**src/rtl/riscv_pkg.sv**
```systemverilog
// Shared RISC-V core types and constants.
// Imported by fetch and decode stages.
package riscv_pkg;

  typedef enum logic [1:0] {
    PC_SEQ    = 2'b00,
    PC_BRANCH = 2'b01,
    PC_JALR   = 2'b10,
    PC_JAL    = 2'b11
  } next_pc_sel_t;

  typedef enum logic [1:0] {
    S_REQ   = 2'b00,
    S_WAIT  = 2'b01,
    S_HOLD  = 2'b10,
    S_FAULT = 2'b11
  } fetch_state_t;

  localparam int INSTR_BYTES = 4;

endpackage

```
**src/rtl/instruction_fetch_unit_next_pc_calc.sv**
```systemverilog
// Next-PC target selection for the fetch unit.
// Purely combinational; flags misaligned targets.
import riscv_pkg::*;

module next_pc_calc #(
  parameter int XLEN = 32
) (
  input  logic [XLEN-1:0] pc,
  input  next_pc_sel_t    sel,
  input  logic            branch_taken,
  input  logic [XLEN-1:0] immediate,
  input  logic [XLEN-1:0] alu_result,
  output logic [XLEN-1:0] next_pc,
  output logic            misaligned
);

  logic [XLEN-1:0] seq_pc;
  logic [XLEN-1:0] rel_pc;

  assign seq_pc = pc + XLEN'(INSTR_BYTES);
  assign rel_pc = pc + immediate;

  // select the target; JALR always drops bit 0
  always_comb begin
    next_pc = seq_pc;
    unique case (sel)
      PC_SEQ:    next_pc = seq_pc;
      PC_BRANCH: next_pc = branch_taken ? rel_pc : seq_pc;
      PC_JALR:   next_pc = {alu_result[XLEN-1:1], 1'b0};
      PC_JAL:    next_pc = rel_pc;
    endcase
  end

  assign misaligned = |next_pc[1:0];

endmodule

```
**src/rtl/instruction_fetch_unit.sv**
```systemverilog
// Fetch unit: PC, one-outstanding imem fetch,
// instruction hold for decode and retire count.
import riscv_pkg::*;

module instruction_fetch_unit #(
  parameter int              XLEN     = 32,
  parameter logic [XLEN-1:0] RESET_PC = 32'h0000_0000
) (
  input  logic            clk,
  input  logic            rst,
  output logic            imem_req_valid,
  input  logic            imem_req_ready,
  output logic [XLEN-1:0] imem_req_addr,
  input  logic            imem_rsp_valid,
  input  logic [XLEN-1:0] imem_rsp_data,
  output logic [XLEN-1:0] instruction,
  output logic [XLEN-1:0] instruction_pc,
  output logic            instruction_valid,
  input  logic            instruction_ready,
  input  logic [1:0]      next_pc_selector,
  input  logic            branch_taken,
  input  logic [XLEN-1:0] immediate,
  input  logic [XLEN-1:0] alu_result,
  output logic            fetch_misaligned,
  output logic [63:0]     instret
);

  fetch_state_t    state_q;
  fetch_state_t    state_d;
  logic [XLEN-1:0] pc_q;
  logic [XLEN-1:0] next_pc;
  logic            next_bad;
  logic            retire;
  logic            rsp_take;

  next_pc_calc #(
    .XLEN(XLEN)
  ) u_next_pc (
    .pc          (instruction_pc),
    .sel         (next_pc_sel_t'(next_pc_selector)),
    .branch_taken(branch_taken),
    .immediate   (immediate),
    .alu_result  (alu_result),
    .next_pc     (next_pc),
    .misaligned  (next_bad)
  );

  assign retire   = (state_q == S_HOLD) && instruction_ready;
  assign rsp_take = (state_q == S_WAIT) && imem_rsp_valid;

  assign imem_req_valid    = (state_q == S_REQ);
  assign instruction_valid = (state_q == S_HOLD);
  assign imem_req_addr     = pc_q;

  // fetch state register
  always_ff @(posedge clk) begin
    if (rst) state_q <= S_REQ;
    else     state_q <= state_d;
  end

  // fetch sequencing: request, wait, hold, fault
  always_comb begin
    state_d = state_q;
    unique case (state_q)
      S_REQ:   if (imem_req_ready) state_d = S_WAIT;
      S_WAIT:  if (imem_rsp_valid) state_d = S_HOLD;
      S_HOLD:  if (instruction_ready)
                 state_d = next_bad ? S_FAULT : S_REQ;
      S_FAULT: state_d = S_FAULT;
    endcase
  end

  // PC, held instruction, retire counter, fault flag
  always_ff @(posedge clk) begin
    if (rst) begin
      pc_q             <= RESET_PC;
      instruction      <= '0;
      instruction_pc   <= '0;
      instret          <= '0;
      fetch_misaligned <= 1'b0;
    end else begin
      if (rsp_take) begin
        instruction    <= imem_rsp_data;
        instruction_pc <= pc_q;
      end
      if (retire) begin
        pc_q    <= next_pc;
        instret <= instret + 64'd1;
        if (next_bad) fetch_misaligned <= 1'b1;
      end
    end
  end

endmodule

```
**config.mk**
```make
export PLATFORM = sky130hd
export DESIGN_NAME = instruction_fetch_unit
export DESIGN_NICKNAME = d
export VERILOG_FILES = /design/src/rtl/riscv_pkg.sv /design/src/rtl/instruction_fetch_unit_next_pc_calc.sv /design/src/rtl/instruction_fetch_unit.sv
export SDC_FILE = /design/constraint.sdc
export NUM_CORES = 1
export LEC_CHECK = 0
export ABC_AREA = 1
export BUFFER_PORTS_ARGS = -buffer_cell sky130_fd_sc_hd__buf_2
export CORE_MARGIN = 2
export CORE_UTILIZATION = 59
export CTS_BUF_LIST = sky130_fd_sc_hd__clkbuf_16
export DETAILED_ROUTE_END_ITERATION = 8
export MAX_ROUTING_LAYER = met4
export PLACE_DENSITY = 0.9
export SYNTH_ARGS = -nofsm -noshare
export SYNTH_HDL_FRONTEND = slang
export SYNTH_HIERARCHICAL = 1
export SYNTH_SLANG_ARGS = --single-unit
```
**constraint.sdc**
```tcl
create_clock -name clk -period 3.5 [get_ports clk]
set_input_delay 0.175 -clock clk [delete_from_list [all_inputs] [get_ports clk]]
set_output_delay 0.175 -clock clk [all_outputs]
set_load 0.05 [all_outputs]
```
==> flow_summary.ini, run 1 <==
[min_path]
min_path_cells = 3
worstHoldPathType = in -> reg

[critical_path]
arrival_ps = 3090
cp_cell_sequence = buf_4, ha_1, nand2_1, inv_1, nand2_1, nor2_1, nand4_1, nand3_1, nor2_1, o21ai_0, nand2_1, nand2_1, nand2_1, a21oi_1
cp_common_cell = nand2_1
critPathBufInv = 2
slowest_delay_ps = 400
crit_type = reg -> reg
cp.depth = 14
setup.worst_path.end_class = flip-flop
crit_slowest_cell = nor2_1
cp_top_family = simple AND/OR/NAND/NOR gates
ff2ff_path_depth = 14
worstPathRequired_ps = 3860
crit_path_start_kind = flip-flop
worstPathMaxFanout = 7

[clock_tree]
htree_levels = 4
cts_resized = 0
clockBufferDepth = 2
cts-root-buf = clkbuf_16
clk_pin_slew_ps = 70
cts_setup_buffers = 0
cts_buffers = 17
cts_tree = built
insertion_delay_ps = 440
cts_sinks = 163
hold_buffers = 0

[timing]
final-setup-viol-count = 0
rsz0062_at_grt = false
fmax_mhz = 367
finalClockSkew_ps = 6.86
report.final.slew_viol_count = 0
fin_setup_tns_ps = 0
finalHoldViolations = 0
min_period_ps = 2730
worstMarginPinSlew_ps = 689
slew_headroom_pct = 54.1
min_period_over_period_pct = 77.9

[drt]
vias_per_cell = 5.43
drtAntennaViolNets = 0
post_drt_wl_per_cell_um = 15.3
via_count = 13064
wl_um = 36900
drc = 0
first_pass_iters = 6
drt-initial-drc-count = 1195

[pwr]
cellPowerDensity_nw_per_um2 = 398
vdd_drop_max_v = 0.000392
power.leakage_nw = 6.65

[synthesis]
synth_area_leaders = dfxtp_1 (29%), nand2_1 (20%), inv_1 (9.8%)
synth_edf_count = 0
syn-cell-area_um2 = 11200
yosysTopAreaCellShare_pct = 29.2
synth_ff_type = dfxtp_1
synth_area_per_cell_um2 = 5.88
synth_top_cell_by_area = dfxtp_1
yosysSeqAreaShare_pct = 29.2
ys_warn_count = 6
synthArstFlopShare_pct = 0
synthCells = 1901
synth.net_count = 2039
ys_ff_latch = 163
synth_cell_types = 49

[global_routing]
grt_pass1_vias = 11631
grt_max_degree = 69
grt_pass1_wl_um = 57800
overflow = 0
antenna_found_initial = 0
grt_util_all_layers_pct = 37.2

[run]
cap_viol_max_count = 0

[cells_and_area]
fin_util_pct = 71.6
final_layout_size_suffix_gt1_share_pct = 17.2
most-common-layout-cells = nand2_1 (607), inv_1 (290), buf_2 (265), nor2_1 (215), dfxtp_1 (163)
fin_area_um2 = 13300
n_antenna_cell = 0
layout.cells.non_filler = 2408
final_common_cell = nand2_1
fin_nets = 2299
area_delta_synth_final_pct = 19.5

[placement]
hpwlAfterDp_um = 28600
place.gp.congestion = 1.04
postPlaceCellArea_um2 = 12800
dp.cells = 2376
port_buffers = 265

[floorplan]
pin_count = 267
die-area_um2 = 20100
initial_core_util_pct = 59.9
die_w_um = 142
num_rows = 50
die_h_um = 142
core-area_um2 = 18600

[status]
status = complete, no violations
-- routing by layer --
layer | track usage, % | vias up | share of wire [%]
met4 | 12.4 | 0 | 2.9
met5 | - | - | 0
met3 | 6.38 | 71 | 9.7
li1 | - | 6512 | -
met1 | 47.7 | 5822 | 42
met2 | 59.7 | 659 | 45
-- worst reg2reg max path, cell delays in order (launching register included) --
cell	delay, ps
dfxtp_1	300
buf_4	160
ha_1	350
nand2_1	100
inv_1	100
nand2_1	130
nor2_1	400
nand4_1	270
nand3_1	190
nor2_1	50
o21ai_0	240
nand2_1	110
nand2_1	90
nand2_1	50
a21oi_1	120
-- per-stage QoR --
stage	setup WS [ps]	hold slack (ps)	power, W
6_report	773	15.0	0.00530
5_1_grt	621	41.5	0.00554
4_1_cts	896	14.8	0.00530
3_5_place_dp	917	435	0.00359
3_3_place_gp	933	430	0.00357
2_1_floorplan	1140	368	0.00315
-- kinds of logic after synthesis --
group / count (synthesis) / share of synthesized area [%]
and+or+nand+nor: 1042 / 39.9
buffers and inverters: 348 / 11.8
AOI/OAI and AO/OA: 293 / 13.6
DFF: 163 / 29.2
adders and majority gates: 34 / 3.88
xor gates and xnor gates: 21 / 1.65
-- registers in the layout, summed over array words and instances, names as in the netlist --
| signal | count |
|---|---|
| fetch_misaligned | 1 |
| imem_req_addr | 32 |
| instret | 64 |
| instruction | 32 |
| instruction_pc | 32 |
| state_q | 2 |
-- power breakdown --
| group | switching, W | total (W) | internal (W) |
|---|---|---|---|
| Sequential | 0.0000949 | 0.00205 | 0.00196 |
| Combinational | 0.00109 | 0.00153 | 0.000435 |
| Clock | 0.000813 | 0.00172 | 0.000912 |
| Total | 0.00200 | 0.00530 | 0.00330 |
-- final timing paths --
check	startpoint	slack, ps	end
setup / recovery	instruction_pc[18]	770	imem_req_addr[20]
hold / removal	imem_rsp_data[27]	10	instruction[27]
setup reg to reg	instruction_pc[18]	770	imem_req_addr[20]
hold reg to reg	instruction[14]	440	instruction[14]
-- cell usage after synthesis, types with 10 or more instances --
master    instances
nand4_1          28
nand2_1         607
nor3_1           21
nand3_1          99
inv_1           291
ha_1             33
a21oi_1         156
o21ai_0         113
dfxtp_1         163
xnor2_1          11
xor2_1           10
clkbuf_1         40
nor2_1          215
-- layout make-up --
class                   count  area [µm²]
flip-flops and latches    163        3260
clock buffers              17         425
repair buffers            291        1530
fillers                  1697        5300
clock inverters            15         106
multi-input cells        1390        6600
well taps                 234         293
inverters                 298        1120
No activity file was read; power rests on OpenSTA's default activity.
==> run 2, diff against run 1 <==
--- a/config.mk
+++ b/config.mk
@@ -5,14 +5,14 @@
 export SDC_FILE = /design/constraint.sdc
 export NUM_CORES = 1
 export LEC_CHECK = 0
-export ABC_AREA = 1
+export ABC_AREA = 0
 export BUFFER_PORTS_ARGS = -buffer_cell sky130_fd_sc_hd__buf_2
 export CORE_MARGIN = 2
-export CORE_UTILIZATION = 59
+export CORE_UTILIZATION = 48
 export CTS_BUF_LIST = sky130_fd_sc_hd__clkbuf_16
 export DETAILED_ROUTE_END_ITERATION = 8
 export MAX_ROUTING_LAYER = met4
-export PLACE_DENSITY = 0.9
+export PLACE_DENSITY = 0.8
 export SYNTH_ARGS = -nofsm -noshare
 export SYNTH_HDL_FRONTEND = slang
 export SYNTH_HIERARCHICAL = 1
==> constraint.sdc (replaced) <==
create_clock -name clk -period 2.4 [get_ports clk]
set_input_delay 0.12 -clock clk [delete_from_list [all_inputs] [get_ports clk]]
set_output_delay 0.12 -clock clk [all_outputs]
set_load 0.05 [all_outputs]
==> run 2 against run 1 <==
- the run now ends with negative setup slack left
- routed wire length shrank 7.6%
- clock skew grew 7.4 ps
- sequential cell count is the same
- worst setup slack lost 930 ps
- worst hold slack gained 39 ps
- first-iteration DRC count shrank 9.1%
- critical path depth shrank 3
- final cell count shrank 21%
- clock-buffer cell count is the same
- fmax grew 6.7%
- synthesized cell count shrank 34%
- critical endpoint is now imem_req_addr[12]
==> flow_summary.ini, run 2 <==
[critical_path]
crit_type = reg -> reg
setup.worst_path.end_class = flip-flop
arrival_ps = 2880
worstPathRequired_ps = 2720
crit_path_start_kind = flip-flop
worstPathMaxFanout = 3

[clock_tree]
cts_tree = built
clockBufferDepth = 2
cts-root-buf = clkbuf_16
insertion_delay_ps = 440
clk_pin_slew_ps = 70
htree_levels = 4
cts_buffers = 17
cts_sinks = 163

[global_routing]
grt_pass1_vias = 10327
grt_max_degree = 65
grt_util_all_layers_pct = 32.1
grt_pass1_wl_um = 51800
antenna_found_initial = 1
overflow = 0

[floorplan]
die_w_um = 145
initial_core_util_pct = 48.9
pin_count = 267
core-area_um2 = 19500
num_rows = 51
die-area_um2 = 21000
die_h_um = 145

[synthesis]
syn-cell-area_um2 = 9520
ys_ff_latch = 163
synth_ff_type = dfxtp_1
synth_edf_count = 0
synth_area_per_cell_um2 = 7.58
yosysSeqAreaShare_pct = 34.3
yosysTopAreaCellShare_pct = 34.3
synthCells = 1257
ys_warn_count = 6
synthArstFlopShare_pct = 0
synth_top_cell_by_area = dfxtp_1
synth.net_count = 1395
synth_common_cells = nand2_1 (269), a21oi_1 (167), dfxtp_1 (163), nor2_1 (87), clkbuf_1 (57)
synth_cell_types = 74
yosysMostFrequentCell = nand2_1
synth_area_leaders = dfxtp_1 (34%), nand2_1 (11%), a21oi_1 (8.8%)

[timing]
fmax_mhz = 391
min_period_ps = 2560
worstMarginPinSlew_ps = 615
fin_setup_tns_ps = -975
finalClockSkew_ps = 14.2
slew_headroom_pct = 59.0
min_period_over_period_pct = 107
holdWs_ps = 54.4
final-setup-viol-count = 10
finalHoldViolations = 0
report.final.slew_viol_count = 0
setup_slack_ps = -156
rsz0062_at_grt = true

[cells_and_area]
regMostFlops = instret
largest_reg_flops = 64
most-common-layout-cells = nand2_1 (266), buf_2 (264), a21oi_1 (154), dfxtp_1 (137), buf_4 (115)
final_common_cell = nand2_1
final_layout_size_suffix_gt1_share_pct = 31.8
fin_util_pct = 68.0
fin_nets = 1765
area_delta_synth_final_pct = 39.0

[pwr]
power.total_w = 0.00650
power.leakage_nw = 5.69
cellPowerDensity_nw_per_um2 = 491
vdd_drop_max_v = 0.000553

[status]
status = complete, but fails checks
violations = negative setup slack

[placement]
port_buffers = 265
place.gp.congestion = 0.929
hpwlAfterDp_um = 24000
pre_cts_slack_ps = -219

[drt]
wl_um = 34100
via_count = 11110
post_drt_wl_per_cell_um = 17.9
drc = 0
vias_per_cell = 5.83
drt-initial-drc-count = 1086
drtAntennaViolNets = 0
first_pass_iters = 6

[min_path]
worstHoldPathType = in -> reg

[run]
cap_viol_max_count = 0
## run 2: cell count changes after synthesis, sizes merged, moves of 16 or more
| cell | previous run | this run |
|---|---|---|
| and3 | 2 | 21 |
| clkbuf | 40 | 59 |
| inv | 297 | 22 |
| nand2 | 615 | 269 |
| nand3 | 104 | 44 |
| nor2 | 230 | 88 |
| o21ai | 119 | 42 |
| o31ai | 0 | 16 |
| xnor2 | 11 | 39 |
| xor2 | 10 | 45 |
## run 2: power by group
part	switching [W]	internal, W
clock	0.00134	0.00151
combinational	0.000569	0.000318
sequential	0.0000302	0.00274
total	0.00194	0.00456
## run 2: metrics by stage
stage          instances  area (µm²)
5_1_grt             1906       13200
2_1_floorplan       1257        9640
6_report            1906       13200
4_1_cts             1899       12900
3_3_place_gp        1829       11900
3_5_place_dp        1829       11900
## run 2: repair_timing
| item | 4_1_cts | 5_1_grt |
|---|---|---|
| hold endpoints to repair | 34 | 0 |
| setup buffers | 5 | 6 |
| pin swaps | 8 | 25 |
| setup endpoints to repair | 19 | 31 |
| gates resized for setup | 9 | 54 |
| hold buffers | 33 | 0 |
## run 2: path summary, 6_finish.rpt
path,start,end,slack [ps],cells past startpoint
max,instruction_pc[0],imem_req_addr[12],-160,11
min reg2reg,instruction[4],instruction[4],450,2
min,imem_req_ready,state_q[0],50,3
max reg2reg,instruction_pc[0],imem_req_addr[12],-160,11
## run 2: area by class of cell
cell class / count / area (µm²)
antenna: 1 / 2.50
clock buffer: 17 / 425
clock inverter: 15 / 190
fill: 1604 / 6230
inverter: 22 / 82.6
multi-input combinational: 1002 / 6240
sequential: 163 / 3310
tap: 265 / 332
timing repair buffer: 421 / 2650
## run 2: cells by family after synthesis
logic type	share of synthesized area, %
AND/OR/NAND/NOR	27.9
adder cells (fa/ha/maj)	4.55
buffers and inverters	3.99
multiplexers	0.775
XOR/XNOR	7.72
AO/OA/AOI/OAI	20.8
flip-flops	34.3
## run 2: per-layer routing
layer	part of all wire, %	track usage, %	vias to the layer above
met5	0	-	-
met4	3.5	12.9	0
met3	8.7	5.69	118
met2	47	51.8	596
met1	41	39.9	5175
li1	-	-	5221
## run 2: critical path, cell delays in order, from the launching register on
cell and delay (ps):
dfxtp_4 350, ha_4 160, fa_2 330, a21o_1 200, a221oi_4 380, o221ai_2 160, a211o_1 290, a21oi_2 130
xor2_1 160, o221ai_1 130, nand2_1 70, a21oi_1 60
==> run 3, diff against run 2 <==
--- a/config.mk
+++ b/config.mk
@@ -8,11 +8,11 @@
 export ABC_AREA = 0
 export BUFFER_PORTS_ARGS = -buffer_cell sky130_fd_sc_hd__buf_2
 export CORE_MARGIN = 2
-export CORE_UTILIZATION = 48
+export CORE_UTILIZATION = 35
 export CTS_BUF_LIST = sky130_fd_sc_hd__clkbuf_16
 export DETAILED_ROUTE_END_ITERATION = 8
 export MAX_ROUTING_LAYER = met4
-export PLACE_DENSITY = 0.8
+export PLACE_DENSITY = 0.62
 export SYNTH_ARGS = -nofsm -noshare
 export SYNTH_HDL_FRONTEND = slang
 export SYNTH_HIERARCHICAL = 1
==> run 3 against run 2 <==
- the run still ends with negative setup slack left
- via count down 3.2%
- combinational power up 1%
- critical path depth up 2
- final cell count up 4.2%
- non-clock buffer count up 4
- sequential share of layout area down 0.35 points
- power up 0.33%
- register-to-register slack worse by 40 ps
- global-route usage down 7.5 points
- worst setup slack worse by 38 ps
- clock skew down 1.2 ps
==> flow_summary.ini, run 3 (same netlist as run 2, synthesis figures left out) <==
[clock_tree]
cts_buffers = 17
clk_pin_slew_ps = 70
cts-root-buf = clkbuf_16
cts_tree = built
cts_sinks = 163
clockBufferDepth = 2
insertion_delay_ps = 430
htree_levels = 4

[floorplan]
die-area_um2 = 28500
die_w_um = 169
initial_core_util_pct = 35.5
core-area_um2 = 26800
num_rows = 60
die_h_um = 169
pin_count = 267

[drt]
wl_um = 35200
post_drt_wl_per_cell_um = 17.7
first_pass_iters = 6
drt-initial-drc-count = 703
via_count = 10751
vias_per_cell = 5.41
drtAntennaViolNets = 0
drc = 0

[timing]
min_period_over_period_pct = 108
finalHoldViolations = 0
finalClockSkew_ps = 13.0
slew_headroom_pct = 64.0
rsz0062_at_grt = true
worstMarginPinSlew_ps = 541
setup_slack_ps = -194
report.final.slew_viol_count = 0
min_period_ps = 2590
holdWs_ps = 64.7
fmax_mhz = 385
final-setup-viol-count = 9

[critical_path]
slowest_delay_ps = 360
crit_path_start_kind = flip-flop
cp_common_cell = buf_6
arrival_ps = 2950
cp_top_family = compound AO/OA/AOI/OAI gates
crit_slowest_cell = dfxtp_4
worstPathRequired_ps = 2750
cp_cell_sequence = ha_4, fa_2, a21o_1, a221oi_4, buf_6, o2bb2ai_4, buf_6, o31ai_4, buf_4, xnor2_2, o221ai_1, nand2_1, a21oi_2
critPathBufInv = 3
crit_type = reg -> reg
setup.worst_path.end_class = flip-flop
worstPathMaxFanout = 4

[cells_and_area]
regMostFlops = instret
fin_nets = 1769
fin_util_pct = 50.1
largest_reg_flops = 64
final_common_cell = nand2_1
most-common-layout-cells = nand2_1 (268), buf_2 (264), a21oi_1 (155), dfxtp_1 (137), buf_4 (120)
final_layout_size_suffix_gt1_share_pct = 32.2
layout.cells.non_filler = 1986
area_delta_synth_final_pct = 41.0

[placement]
hpwlAfterDp_um = 24900
dp.cells = 1911
place.gp.congestion = 0.932
port_buffers = 265

[pwr]
combinationalPowerShare_pct = 13.7
cellPowerDensity_nw_per_um2 = 486
vdd_drop_max_v = 0.000366
sw_frac_of_total_pct = 29.4
power.leakage_nw = 5.70
pwr-share-seq_pct = 42.4
p_sw_w = 0.00192
intPower_w = 0.00461
clkPwrFrac_pct = 43.9

[min_path]
worstHoldPathType = in -> reg

[global_routing]
grt_max_degree = 62
grt_pass1_vias = 10284
grt_pass1_wl_um = 54100
antenna_found_initial = 1
overflow = 0
grt_util_all_layers_pct = 24.6

[run]
cap_viol_max_count = 0

[status]
status = complete, but fails checks
violations = negative setup slack
==> run 3: changes by cell type in the layout (fill, tap and decap cells not counted), sizes merged <==
cell	before	now
buf	388	392
clkinv	6	1
clkbuf	17	18
clkinvlp	0	4
==> run 3: tightest hold or removal path: stages <==
cell and delay (ps):
buf_2 90, o21ai_0 140, a221oi_1 80
==> run 3: layout make-up <==
class	count	area (µm²)
Antenna cell	1	2.50
Multi-Input combinational cell	1002	6310
Fill cell	2617	13400
Clock buffer	18	450
Inverter	22	82.6
Clock inverter	14	159
Tap cell	341	427
Sequential cell	163	3310
Timing Repair Buffer	425	2680
==> run 3: stage by stage <==
step                      setup slack, ps  area (µm²)  total power, W  TNS (ps)
after CTS                            -142       13200         0.00656      -672
after global routing                 -310       13400         0.00677     -2400
final                                -194       13400         0.00652      -992
after floorplan                     -99.5        9640         0.00331      -210
after detailed placement             -252       12000         0.00364     -1460
after global placement               -208       12000         0.00363     -1190
==> run 3: routing by layer <==
| layer | wire length [µm] | GRT usage (%) | up-vias |
|---|---|---|---|
| li1 | - | - | 5221 |
| met1 | 15800 | 31.9 | 5074 |
| met2 | 16100 | 38.6 | 396 |
| met3 | 2280 | 4.40 | 60 |
| met4 | 994 | 8.73 | 0 |
| met5 | 0 | - | - |
==> run 3: path summary, 6_finish.rpt <==
path	endpoint	cells after the start	from	slack [ps]
max	imem_req_addr[20]	13	instruction_pc[0]	-190
min	state_q[0]	3	imem_req_ready	60
max reg2reg	imem_req_addr[20]	13	instruction_pc[0]	-190
min reg2reg	instruction[10]	2	instruction[10]	450
==> run 3: power by group through the flow <==
stage / sequential, W / clock [W] / combinational [W]
global route: 0.00277 / 0.00304 / 0.000959
floorplan: 0.00296 / 0 / 0.000356
detailed placement: 0.00283 / 0 / 0.000809
CTS: 0.00276 / 0.00294 / 0.000864
global placement: 0.00282 / 0 / 0.000806
finish: 0.00276 / 0.00286 / 0.000897
==> run 3: repair_timing <==
item	in CTS	in global routing
hold buffers	33	0
gates cloned	0	0
endpoints found under the setup margin	13	25
hold endpoints to repair	34	0
resized for setup	20	40
buffers inserted	3	8
pin swaps	5	19
